--- config.mk ---
export PLATFORM = sky130hd
export DESIGN_NAME = shift_deserializer8_flat
export DESIGN_NICKNAME = d
export VERILOG_FILES = /design/src/rtl/shift_deserializer8_if.sv /design/src/rtl/shift_deserializer8.sv /design/src/flat_wrapper.sv
export SDC_FILE = /design/constraint.sdc
export NUM_CORES = 1
export LEC_CHECK = 0
export ABC_CLOCK_PERIOD_IN_PS = 1950
export CORE_MARGIN = 2
export CORE_UTILIZATION = 48
export DETAILED_ROUTE_END_ITERATION = 7
export GPL_TIMING_DRIVEN = 0
export MAX_ROUTING_LAYER = met4
export PLACE_DENSITY_LB_ADDON = 0.25
export SLEW_MARGIN = 20
export SYNTH_ARGS = -nofsm -noshare
export SYNTH_HDL_FRONTEND = slang
export SYNTH_SLANG_ARGS = --single-unit
--- constraint.sdc ---
create_clock -name clk -period 1.95 [get_ports clk]
set_clock_uncertainty 0.2 [all_clocks]
set_input_delay 0.39 -clock clk [delete_from_list [all_inputs] [get_ports clk]]
set_output_delay 0.39 -clock clk [all_outputs]
set_load 0.005 [all_outputs]
--- src/rtl/shift_deserializer8_if.sv ---
// Handshake and data bundle between a serial-in deserializer and its consumer.
// The master drives frame control and serial data; the slave returns the assembled word.
interface shift_deserializer8_if #(
  parameter int unsigned WIDTH = 8
);
  logic             start;
  logic             shift_en;
  logic             serial_in;
  logic             ack;
  logic [WIDTH-1:0] data_out;
  logic             valid;
  logic             busy;
  logic             overrun;

  modport master (
    output start, shift_en, serial_in, ack,
    input  data_out, valid, busy, overrun
  );

  modport slave (
    input  start, shift_en, serial_in, ack,
    output data_out, valid, busy, overrun
  );
endinterface

--- src/rtl/shift_deserializer8.sv ---
// Serial-in, parallel-out receive register: collects WIDTH strobed bits into a word
// and holds it under a valid/ack handshake, flagging strobes that arrive while pending.
module shift_deserializer8 #(
  parameter int unsigned WIDTH     = 8,
  parameter bit          LSB_FIRST = 1'b1
) (
  input  logic                  clk,
  input  logic                  reset_n,
  shift_deserializer8_if.slave  bus
);

  localparam int unsigned      CntW    = $clog2(WIDTH);
  localparam logic [CntW-1:0]  LastCnt = CntW'(WIDTH - 1);

  typedef enum logic [1:0] {StIdle, StShift, StHold} state_e;

  state_e           state_q, state_d;
  logic [WIDTH-1:0] sreg_q, sreg_d;
  logic [CntW-1:0]  cnt_q, cnt_d;
  logic [WIDTH-1:0] data_q, data_d;
  logic             valid_q, valid_d;
  logic             busy_q, busy_d;
  logic             overrun_q, overrun_d;
  logic [WIDTH-1:0] shifted;

  always_comb begin
    if (LSB_FIRST) begin
      shifted = {bus.serial_in, sreg_q[WIDTH-1:1]};
    end else begin
      shifted = {sreg_q[WIDTH-2:0], bus.serial_in};
    end
  end

  always_comb begin
    state_d   = state_q;
    sreg_d    = sreg_q;
    cnt_d     = cnt_q;
    data_d    = data_q;
    valid_d   = valid_q;
    busy_d    = busy_q;
    overrun_d = overrun_q;

    unique case (state_q)
      StIdle: begin
        if (bus.start) begin
          state_d   = StShift;
          sreg_d    = '0;
          cnt_d     = '0;
          busy_d    = 1'b1;
          overrun_d = 1'b0;
        end
      end
      StShift: begin
        if (bus.shift_en) begin
          sreg_d = shifted;
          if (cnt_q == LastCnt) begin
            state_d = StHold;
            cnt_d   = '0;
            data_d  = shifted;
            valid_d = 1'b1;
            busy_d  = 1'b0;
          end else begin
            cnt_d = cnt_q + CntW'(1);
          end
        end
      end
      StHold: begin
        if (bus.shift_en) begin
          overrun_d = 1'b1;
        end
        if (bus.ack) begin
          valid_d = 1'b0;
          if (bus.start) begin
            // Back-to-back frame; an accepted start clears overrun even on a same-cycle strobe.
            state_d   = StShift;
            sreg_d    = '0;
            cnt_d     = '0;
            busy_d    = 1'b1;
            overrun_d = 1'b0;
          end else begin
            state_d = StIdle;
          end
        end
      end
      default: state_d = StIdle;
    endcase
  end

  always_ff @(posedge clk) begin
    if (!reset_n) begin
      state_q   <= StIdle;
      sreg_q    <= '0;
      cnt_q     <= '0;
      data_q    <= '0;
      valid_q   <= 1'b0;
      busy_q    <= 1'b0;
      overrun_q <= 1'b0;
    end else begin
      state_q   <= state_d;
      sreg_q    <= sreg_d;
      cnt_q     <= cnt_d;
      data_q    <= data_d;
      valid_q   <= valid_d;
      busy_q    <= busy_d;
      overrun_q <= overrun_d;
    end
  end

  assign bus.data_out = data_q;
  assign bus.valid    = valid_q;
  assign bus.busy     = busy_q;
  assign bus.overrun  = overrun_q;

endmodule

--- src/flat_wrapper.sv ---
// flat-port wrapper written by rule: the top's interface ports become plain ports
module shift_deserializer8_flat 
#(
  parameter int unsigned WIDTH     = 8,
  parameter bit          LSB_FIRST = 1'b1
)
  (clk, reset_n, bus_start, bus_shift_en, bus_serial_in, bus_ack, bus_data_out, bus_valid, bus_busy, bus_overrun);
  shift_deserializer8_if #(.WIDTH(WIDTH)) bus_i ();
  input  logic clk;
  input  logic reset_n;
  input wire logic [$bits(bus_i.start)-1:0] bus_start;
  input wire logic [$bits(bus_i.shift_en)-1:0] bus_shift_en;
  input wire logic [$bits(bus_i.serial_in)-1:0] bus_serial_in;
  input wire logic [$bits(bus_i.ack)-1:0] bus_ack;
  output wire logic [$bits(bus_i.data_out)-1:0] bus_data_out;
  output wire logic [$bits(bus_i.valid)-1:0] bus_valid;
  output wire logic [$bits(bus_i.busy)-1:0] bus_busy;
  output wire logic [$bits(bus_i.overrun)-1:0] bus_overrun;
  assign bus_i.start = bus_start;
  assign bus_i.shift_en = bus_shift_en;
  assign bus_i.serial_in = bus_serial_in;
  assign bus_i.ack = bus_ack;
  assign bus_data_out = bus_i.data_out;
  assign bus_valid = bus_i.valid;
  assign bus_busy = bus_i.busy;
  assign bus_overrun = bus_i.overrun;
  shift_deserializer8 #(.WIDTH(WIDTH), .LSB_FIRST(LSB_FIRST)) u_core (.clk(clk), .reset_n(reset_n), .bus(bus_i));
endmodule
==> out/qor.yml, run 1 <==
worst_setup_path:
  startpoint_type: "flip-flop"
  crit_required_ns: 1.36
  crit_buf_inv: 1
  crit_type: "flip-flop to output port"
  cp.arrival_ns: 1.19
  crit_slowest_cell: "clkdlybuf4s50_1"
  critPathMaxFanout: 3
  critPathTopFamily: "buffers and inverters"
  end_kind: "output port"
  cp_cell_sequence: "clkdlybuf4s50_1"
  critPathMaxStageDelay_ns: 0.51
floorplanning:
  num_io_pins: 17
  rows: 16
  dieHeight_um: 49.4
  start_util: 0.505
  die_w_um: 49.4
  core_area_um2: 1960
  die-area_um2: 2440
pwr:
  ir_drop_mv: 0.334
  p_comb_frac: 0.104
  intPower_mw: 0.598
  netSwitchingFraction: 0.234
  p_leak_nw: 0.467
  power.switching_mw: 0.183
  p_clk_frac: 0.280
  seqPwrFrac: 0.616
  power.density_nw_per_um2: 644
min_path:
  hold_path.class: "flip-flop to flip-flop"
timing:
  finalHoldViolations: 0
  drv_slew: 0
  worst_pin_slew_ns: 0.448
  finalSetupViolations: 0
  min_period_ns: 1.78
  slew_headroom: 0.700
  fin_ws_ns: 0.171
  timing.fmax_ghz: 0.562
  rsz0062_at_grt: "no"
  finalCritPeriodShare: 0.912
routing:
  via_per_inst: 5.04
  drc_errors: 0
  ant_nets: 0
  wl_um: 1850
  vias: 791
  drt_iter0_markers: 18
  dr.pass1.iters: 4
  wire_per_inst_um: 11.8
status:
  outcome: "finished clean"
logic_synthesis:
  synth_ff_type: "dfxtp_1"
  synthTopCellsByArea: "dfxtp_1 46%, nand2_1 13%, mux2i_1 11%"
  synth_largest_area_cell: "dfxtp_1"
  yosysWarnings: 0
  yosysSeqAreaShare: 0.465
  synthesis.nets: 118
  async_flop_share: 0
  ys_types: 26
  syn_area_per_cell_um2: 9.01
  syn_inst: 110
  synth-seq-cells: 23
  synth_edf_count: 0
  yosysTopAreaCellShare: 0.465
  synth.cell_area_um2: 991
clock_tree:
  clockRootBuffer: "clkbuf_4"
  post_cts_buffers: 0
  clkLatencyLatePin_ns: 0.30
  clk_path_buf_depth: 2
  clock_sinks: 23
  h-tree-depth: 1
  cts_resized: 0
  path_clk_slew_ns: 0.13
  hold_buffers: 0
  cts_buffers: 3
  cts_tree: "built"
grt:
  grt_start_max_net_pins: 13
  grt_pass1_wl_um: 3130
  gr-total-overflow: 0
  grt_use_met2: 0.288
  first_global_vias: 750
  grt_usage: 0.172
  met3_usage: 0.0307
  antenna_found_initial: 0
  met1_usage: 0.203
  grt-busiest-layer: "met2"
final_layout:
  final_cells: 157
  layout-drive-gt1-share: 0.0538
  seq_area_um2: 460
  final.fill_count: 190
  diodes: 0
  multi_input_area_um2: 487
  area_delta_synth_final_pct: 22.2
  fin_nets: 139
placement:
  routabilityCongestion: 0.746
  pre_cts_slack_ns: -0.0867
  dp_hpwl_um: 1360
  port-buffer-count: 16
  placedCellCount: 153
job:
  max_cap_violations: 0
## state kept, by name, summed over array words and instances, names as in the netlist
register	cells
u_core.cnt_q	3
u_core.sreg_q	7
u_core.state_q	2
u_core.bus.busy	1
u_core.bus.valid	1
u_core.bus.overrun	1
u_core.bus.data_out	8
## logic make-up after synthesis
logic type,after synthesis,synth area share
DFF,23,0.465
muxes,11,0.111
adders and majority gates,2,0.0252
buffers and inverters,8,0.0442
and+or+nand+nor,48,0.225
AOI/OAI and AO/OA,18,0.130
## per-layer routing
layer / share of wire / routed length, um / vias to the layer above
met1: 0.46 / 850 / 370
li1: - / - / 410
met2: 0.49 / 916 / 9
met4: 0.012 / 23 / 0
met3: 0.032 / 60 / 2
met5: 0 / 0 / -
## area by class of cell
cell class	instances	area share
Tap cell	27	0.0279
Inverter	2	0.00620
Timing Repair Buffer	16	0.132
Multi-Input combinational cell	79	0.402
Clock buffer	4	0.0217
Buffer	6	0.0300
Sequential cell	23	0.380
## worst min-delay path, delay by kind of cell, from the launching register on
kind,cells,cell delay [ns]
AO/OA/AOI/OAI,1,0.06
flip-flops,1,0.33
AND/OR/NAND/NOR,1,0.05
## synthesized netlist by cell type (2+ instances only)
library cell and n:
nand2_1 35, nand3b_1 2, buf_2 2, clkbuf_1 2
nor2_1 2, dfxtp_1 23, a21boi_0 10, ha_1 2
inv_1 2, and2_1 2, o21ai_0 3, mux2i_1 11
## final timing paths
path | cells past startpoint | slack, ns | to | start
setup / recovery | 1 | 0.17 | bus_valid | u_core.bus.valid$_SDFFE_PN0P_
hold / removal | 2 | 0.27 | u_core.bus.data_out[6]$_SDFFE_PN0P_ | u_core.bus.data_out[6]$_SDFFE_PN0P_
setup reg to reg | 5 | 0.19 | u_core.state_q[1]$_SDFFE_PN0P_ | u_core.cnt_q[0]$_SDFFE_PN0P_
hold reg to reg | 2 | 0.27 | u_core.bus.data_out[6]$_SDFFE_PN0P_ | u_core.bus.data_out[6]$_SDFFE_PN0P_
## metrics by stage
step | utilization | hold WS (ns) | setup TNS [ns] | instance area (um^2) | total power [mW]
CTS | 0.617 | 0.279 | 0 | 1210 | 0.784
floorplan | - | 0.235 | 0 | 991 | 0.545
finish | 0.617 | 0.273 | 0 | 1210 | 0.780
global placement | 0.604 | 0.247 | -0.0625 | 1180 | 0.571
detailed placement | 0.604 | 0.261 | -0.197 | 1180 | 0.573
global route | 0.617 | 0.301 | 0 | 1210 | 0.815
## power by group through the flow
stage               clock network, mW  registers [mW]  logic, mW
floorplan                           0           0.491     0.0543
global placement                    0           0.491     0.0801
detailed placement                  0           0.491     0.0818
CTS                             0.221           0.481     0.0823
global route                    0.243           0.482     0.0894
finish                          0.219           0.481     0.0812
## layout by cell type (no fill, tap or decap), types with 2 or more instances in the layout
cell type        netlist  routed
a21boi_0              10      10
nand3b_1               2       2
clkbuf_4               0       3
dfxtp_1               23      23
inv_1                  2       2
nand2_1               35      35
mux2i_1               11      11
and2_1                 2       2
clkdlybuf4s50_1        0      16
ha_1                   2       2
clkbuf_1               2       3
buf_2                  2       2
o21ai_0                3       3
nor2_1                 2       2
(Power assumes the default switching activity.)
==> run 2, diff against run 1 <==
Settings changed: ABC_AREA set to 1.
==> run 2 against run 1 <==
Area after synthesis increased by 4.0%; largest cell class unchanged; non-clock buffer count unchanged; first-iteration DRC count decreased by 17%; register-to-register slack improved by 0.11 ns; fmax increased by 0.79%; synthesized cell count increased by 32%; design area increased by 4.5%; setup slack improved by 0.014 ns; clock-buffer cell count unchanged; utilization increased by 1.5 points; final cell count increased by 24%; power increased by 26%.
==> out/qor.yml, run 2 <==
floorplanning:
  rows: 16  # unchanged
  die-area_um2: 2530  # was 2440 um^2
  start_util: 0.515  # was 0.505
  num_io_pins: 17  # unchanged
  die_w_um: 50.3  # was 49.4 um
  core_area_um2: 2000  # was 1960 um^2
  dieHeight_um: 50.3  # was 49.4 um
routing:
  vias: 928  # was 791
  drc_errors: 0  # unchanged
  drt_iter0_markers: 15  # was 18
  dr.pass1.iters: 5  # was 4
  via_per_inst: 4.78  # was 5.04
  wl_um: 1910  # was 1850 um
  wire_per_inst_um: 9.83  # was 11.8 um
  ant_nets: 0  # unchanged
worst_setup_path:
  end_kind: "output port"  # unchanged
  crit_slowest_cell: "clkdlybuf4s50_1"  # unchanged
  cp_cell_sequence: "clkdlybuf4s50_1"  # unchanged
  critPathMaxFanout: 2  # was 3
  crit_buf_inv: 1  # unchanged
  crit_type: "flip-flop to output port"  # unchanged
  crit_required_ns: 1.36  # about the same
  critPathTopFamily: "buffers and inverters"  # unchanged
  startpoint_type: "flip-flop"  # unchanged
  worst-r2r-setup-slack_ns: 0.30  # was 0.19 ns
  cp.arrival_ns: 1.18  # was 1.19 ns
  critPathMaxStageDelay_ns: 0.50  # was 0.51 ns
final_layout:
  final_cell_mix: "39 x nor2_1, 33 x nand2_1, 23 x dfxtp_1, 16 x clkdlybuf4s50_1, 13 x o21ai_0"  # was 35 x nand2_1, 23 x dfxtp_1, 16 x clkdlybuf4s50_1, 11 x mux2i_1, 10 x a21boi_0
  area_delta_synth_final_pct: 22.8  # was 22.2%
  diodes: 0  # unchanged
  final_util: 0.633  # was 0.617
  largest_reg_flops: 8  # unchanged
  layout-drive-gt1-share: 0.0898  # was 0.0538
  final.fill_count: 196  # was 190
  layout_commonest_cell: "nor2_1"  # was nand2_1
  final_area_um2: 1270  # was 1210 um^2
  fin_nets: 176  # was 139
timing:
  tns_ns: 0  # unchanged
  finalHoldViolations: 0  # unchanged
  finalCritPeriodShare: 0.905  # was 0.912
  timing.fmax_ghz: 0.567  # was 0.562 GHz
  min_period_ns: 1.77  # was 1.78 ns
  drv_slew: 0  # unchanged
  slew_headroom: 0.769  # was 0.700
  finalSetupViolations: 0  # unchanged
  rsz0062_at_grt: "no"  # unchanged
  worst_pin_slew_ns: 0.347  # was 0.448 ns
placement:
  dp_hpwl_um: 1430  # was 1360 um
  routabilityCongestion: 0.854  # was 0.746
  placed_cell_area_um2: 1220  # was 1180 um^2
  port-buffer-count: 16  # unchanged
grt:
  gr-total-overflow: 0  # unchanged
  grt_pass1_wl_um: 3250  # was 3130 um
  antenna_found_initial: 0  # unchanged
  grt_usage: 0.171  # was 0.172
  first_global_vias: 799  # was 750
  grt_start_max_net_pins: 13  # unchanged
job:
  max_cap_violations: 0  # unchanged
logic_synthesis:
  yosysTopAreaCellShare: 0.447  # was 0.465
  synth_largest_area_cell: "dfxtp_1"  # unchanged
  syn_inst: 145  # was 110
  ys_types: 20  # was 26
  synth_common_cells: "39 x nor2_1, 33 x nand2_1, 23 x dfxtp_1"  # was 35 x nand2_1, 23 x dfxtp_1, 11 x mux2i_1
  async_flop_share: 0  # unchanged
  synthTopCellsByArea: "dfxtp_1 45%, nor2_1 14%, nand2_1 12%"  # was dfxtp_1 46%, nand2_1 13%, mux2i_1 11%
  synth.cell_area_um2: 1030  # was 991 um^2
  yosysWarnings: 0  # unchanged
  yosysSeqAreaShare: 0.447  # was 0.465
  synth_ff_type: "dfxtp_1"  # unchanged
  synth_edf_count: 0  # unchanged
  syn_area_per_cell_um2: 7.11  # was 9.01 um^2
  synth_most_common_cell: "nor2_1"  # was nand2_1
  synth-seq-cells: 23  # unchanged
  synthesis.nets: 153  # was 118
clock_tree:
  cts_tree: "built"  # unchanged
  clk_path_buf_depth: 2  # unchanged
  h-tree-depth: 1  # unchanged
  clockRootBuffer: "clkbuf_4"  # unchanged
  cts_resized: 0  # unchanged
  path_clk_slew_ns: 0.13  # about the same
  clkLatencyLatePin_ns: 0.31  # was 0.30 ns
  hold_buffers: 0  # unchanged
  clock_sinks: 23  # unchanged
  cts_buffers: 3  # unchanged
min_path:
  hold_path.class: "flip-flop to flip-flop"  # unchanged
pwr:
  p_leak_nw: 0.568  # was 0.467 nW
  p_total_mw: 0.987  # was 0.780 mW
  ir_drop_mv: 0.451  # was 0.334 mV
  power.density_nw_per_um2: 780  # was 644 nW/um^2
status:
  outcome: "finished clean"  # unchanged
-- run 2: cell types whose count changed after synthesis, sizes merged, moves of 2 or more --
cell and change:
a21boi -10, a21oi +7, and2 -2, buf -2, inv +11, mux2i -11, nand3 +3, nor2 +39
nor3 +2, o21ai +10
-- run 2: per-stage QoR --
step / worst slack, ns / instances / hold slack [ns]
floorplan: 0.401 / 145 / 0.255
global placement: -0.138 / 188 / 0.255
detailed placement: -0.131 / 188 / 0.272
CTS: 0.113 / 192 / 0.299
global route: 0.120 / 194 / 0.321
finish: 0.185 / 194 / 0.294
-- run 2: cell type report --
type	instances	area [um^2]	area share
Buffer	4	33.8	0.0267
Inverter	13	48.8	0.0385
Timing Repair Buffer	18	175	0.138
Sequential cell	23	460	0.364
Clock buffer	4	26.3	0.0208
Tap cell	27	33.8	0.0267
Multi-Input combinational cell	105	488	0.385
-- run 2: logic make-up (layout without fill, tap and decap cells) --
family,count (synthesis),in the layout,share of synthesized area
flip-flops,23,23,0.447
adder cells (fa/ha/maj),2,2,0.0243
AO/OA/AOI/OAI,21,21,0.102
AND/OR/NAND/NOR,82,82,0.347
buffers and inverters,17,39,0.0801
-- run 2: final timing paths --
path                            depth (start not counted)                                start                                  end
worst max-delay path                                    1        u_core.bus.valid$_SDFFE_PN0P_                            bus_valid
worst max register to register                          7         u_core.cnt_q[0]$_SDFFE_PN0P_  u_core.bus.data_out[1]$_SDFFE_PN0P_
worst min register to register                          2  u_core.bus.data_out[1]$_SDFFE_PN0P_  u_core.bus.data_out[1]$_SDFFE_PN0P_
worst min-delay path                                    2  u_core.bus.data_out[1]$_SDFFE_PN0P_  u_core.bus.data_out[1]$_SDFFE_PN0P_
-- run 2: report_power, final --
group          total [mW]  switching (mW)  internal [mW]
Combinational       0.230           0.139         0.0913
Clock               0.219           0.140         0.0798
Sequential          0.538          0.0274          0.510
-- run 2: what timing repair did --
item,4_1_cts,5_1_grt
buffers inserted,0,2
hold endpoints to repair,0,0
setup endpoints to repair,0,7
-- run 2: layer usage --
| metal | global-route usage | routed length, um | part of all wire | up-vias |
|---|---|---|---|---|
| met5 | - | 0 | 0 | - |
| met4 | 0.0676 | 27 | 0.014 | 0 |
| met3 | 0.0268 | 49 | 0.026 | 4 |
| met2 | 0.285 | 935 | 0.49 | 13 |
| met1 | 0.209 | 894 | 0.47 | 413 |
| li1 | - | - | - | 498 |
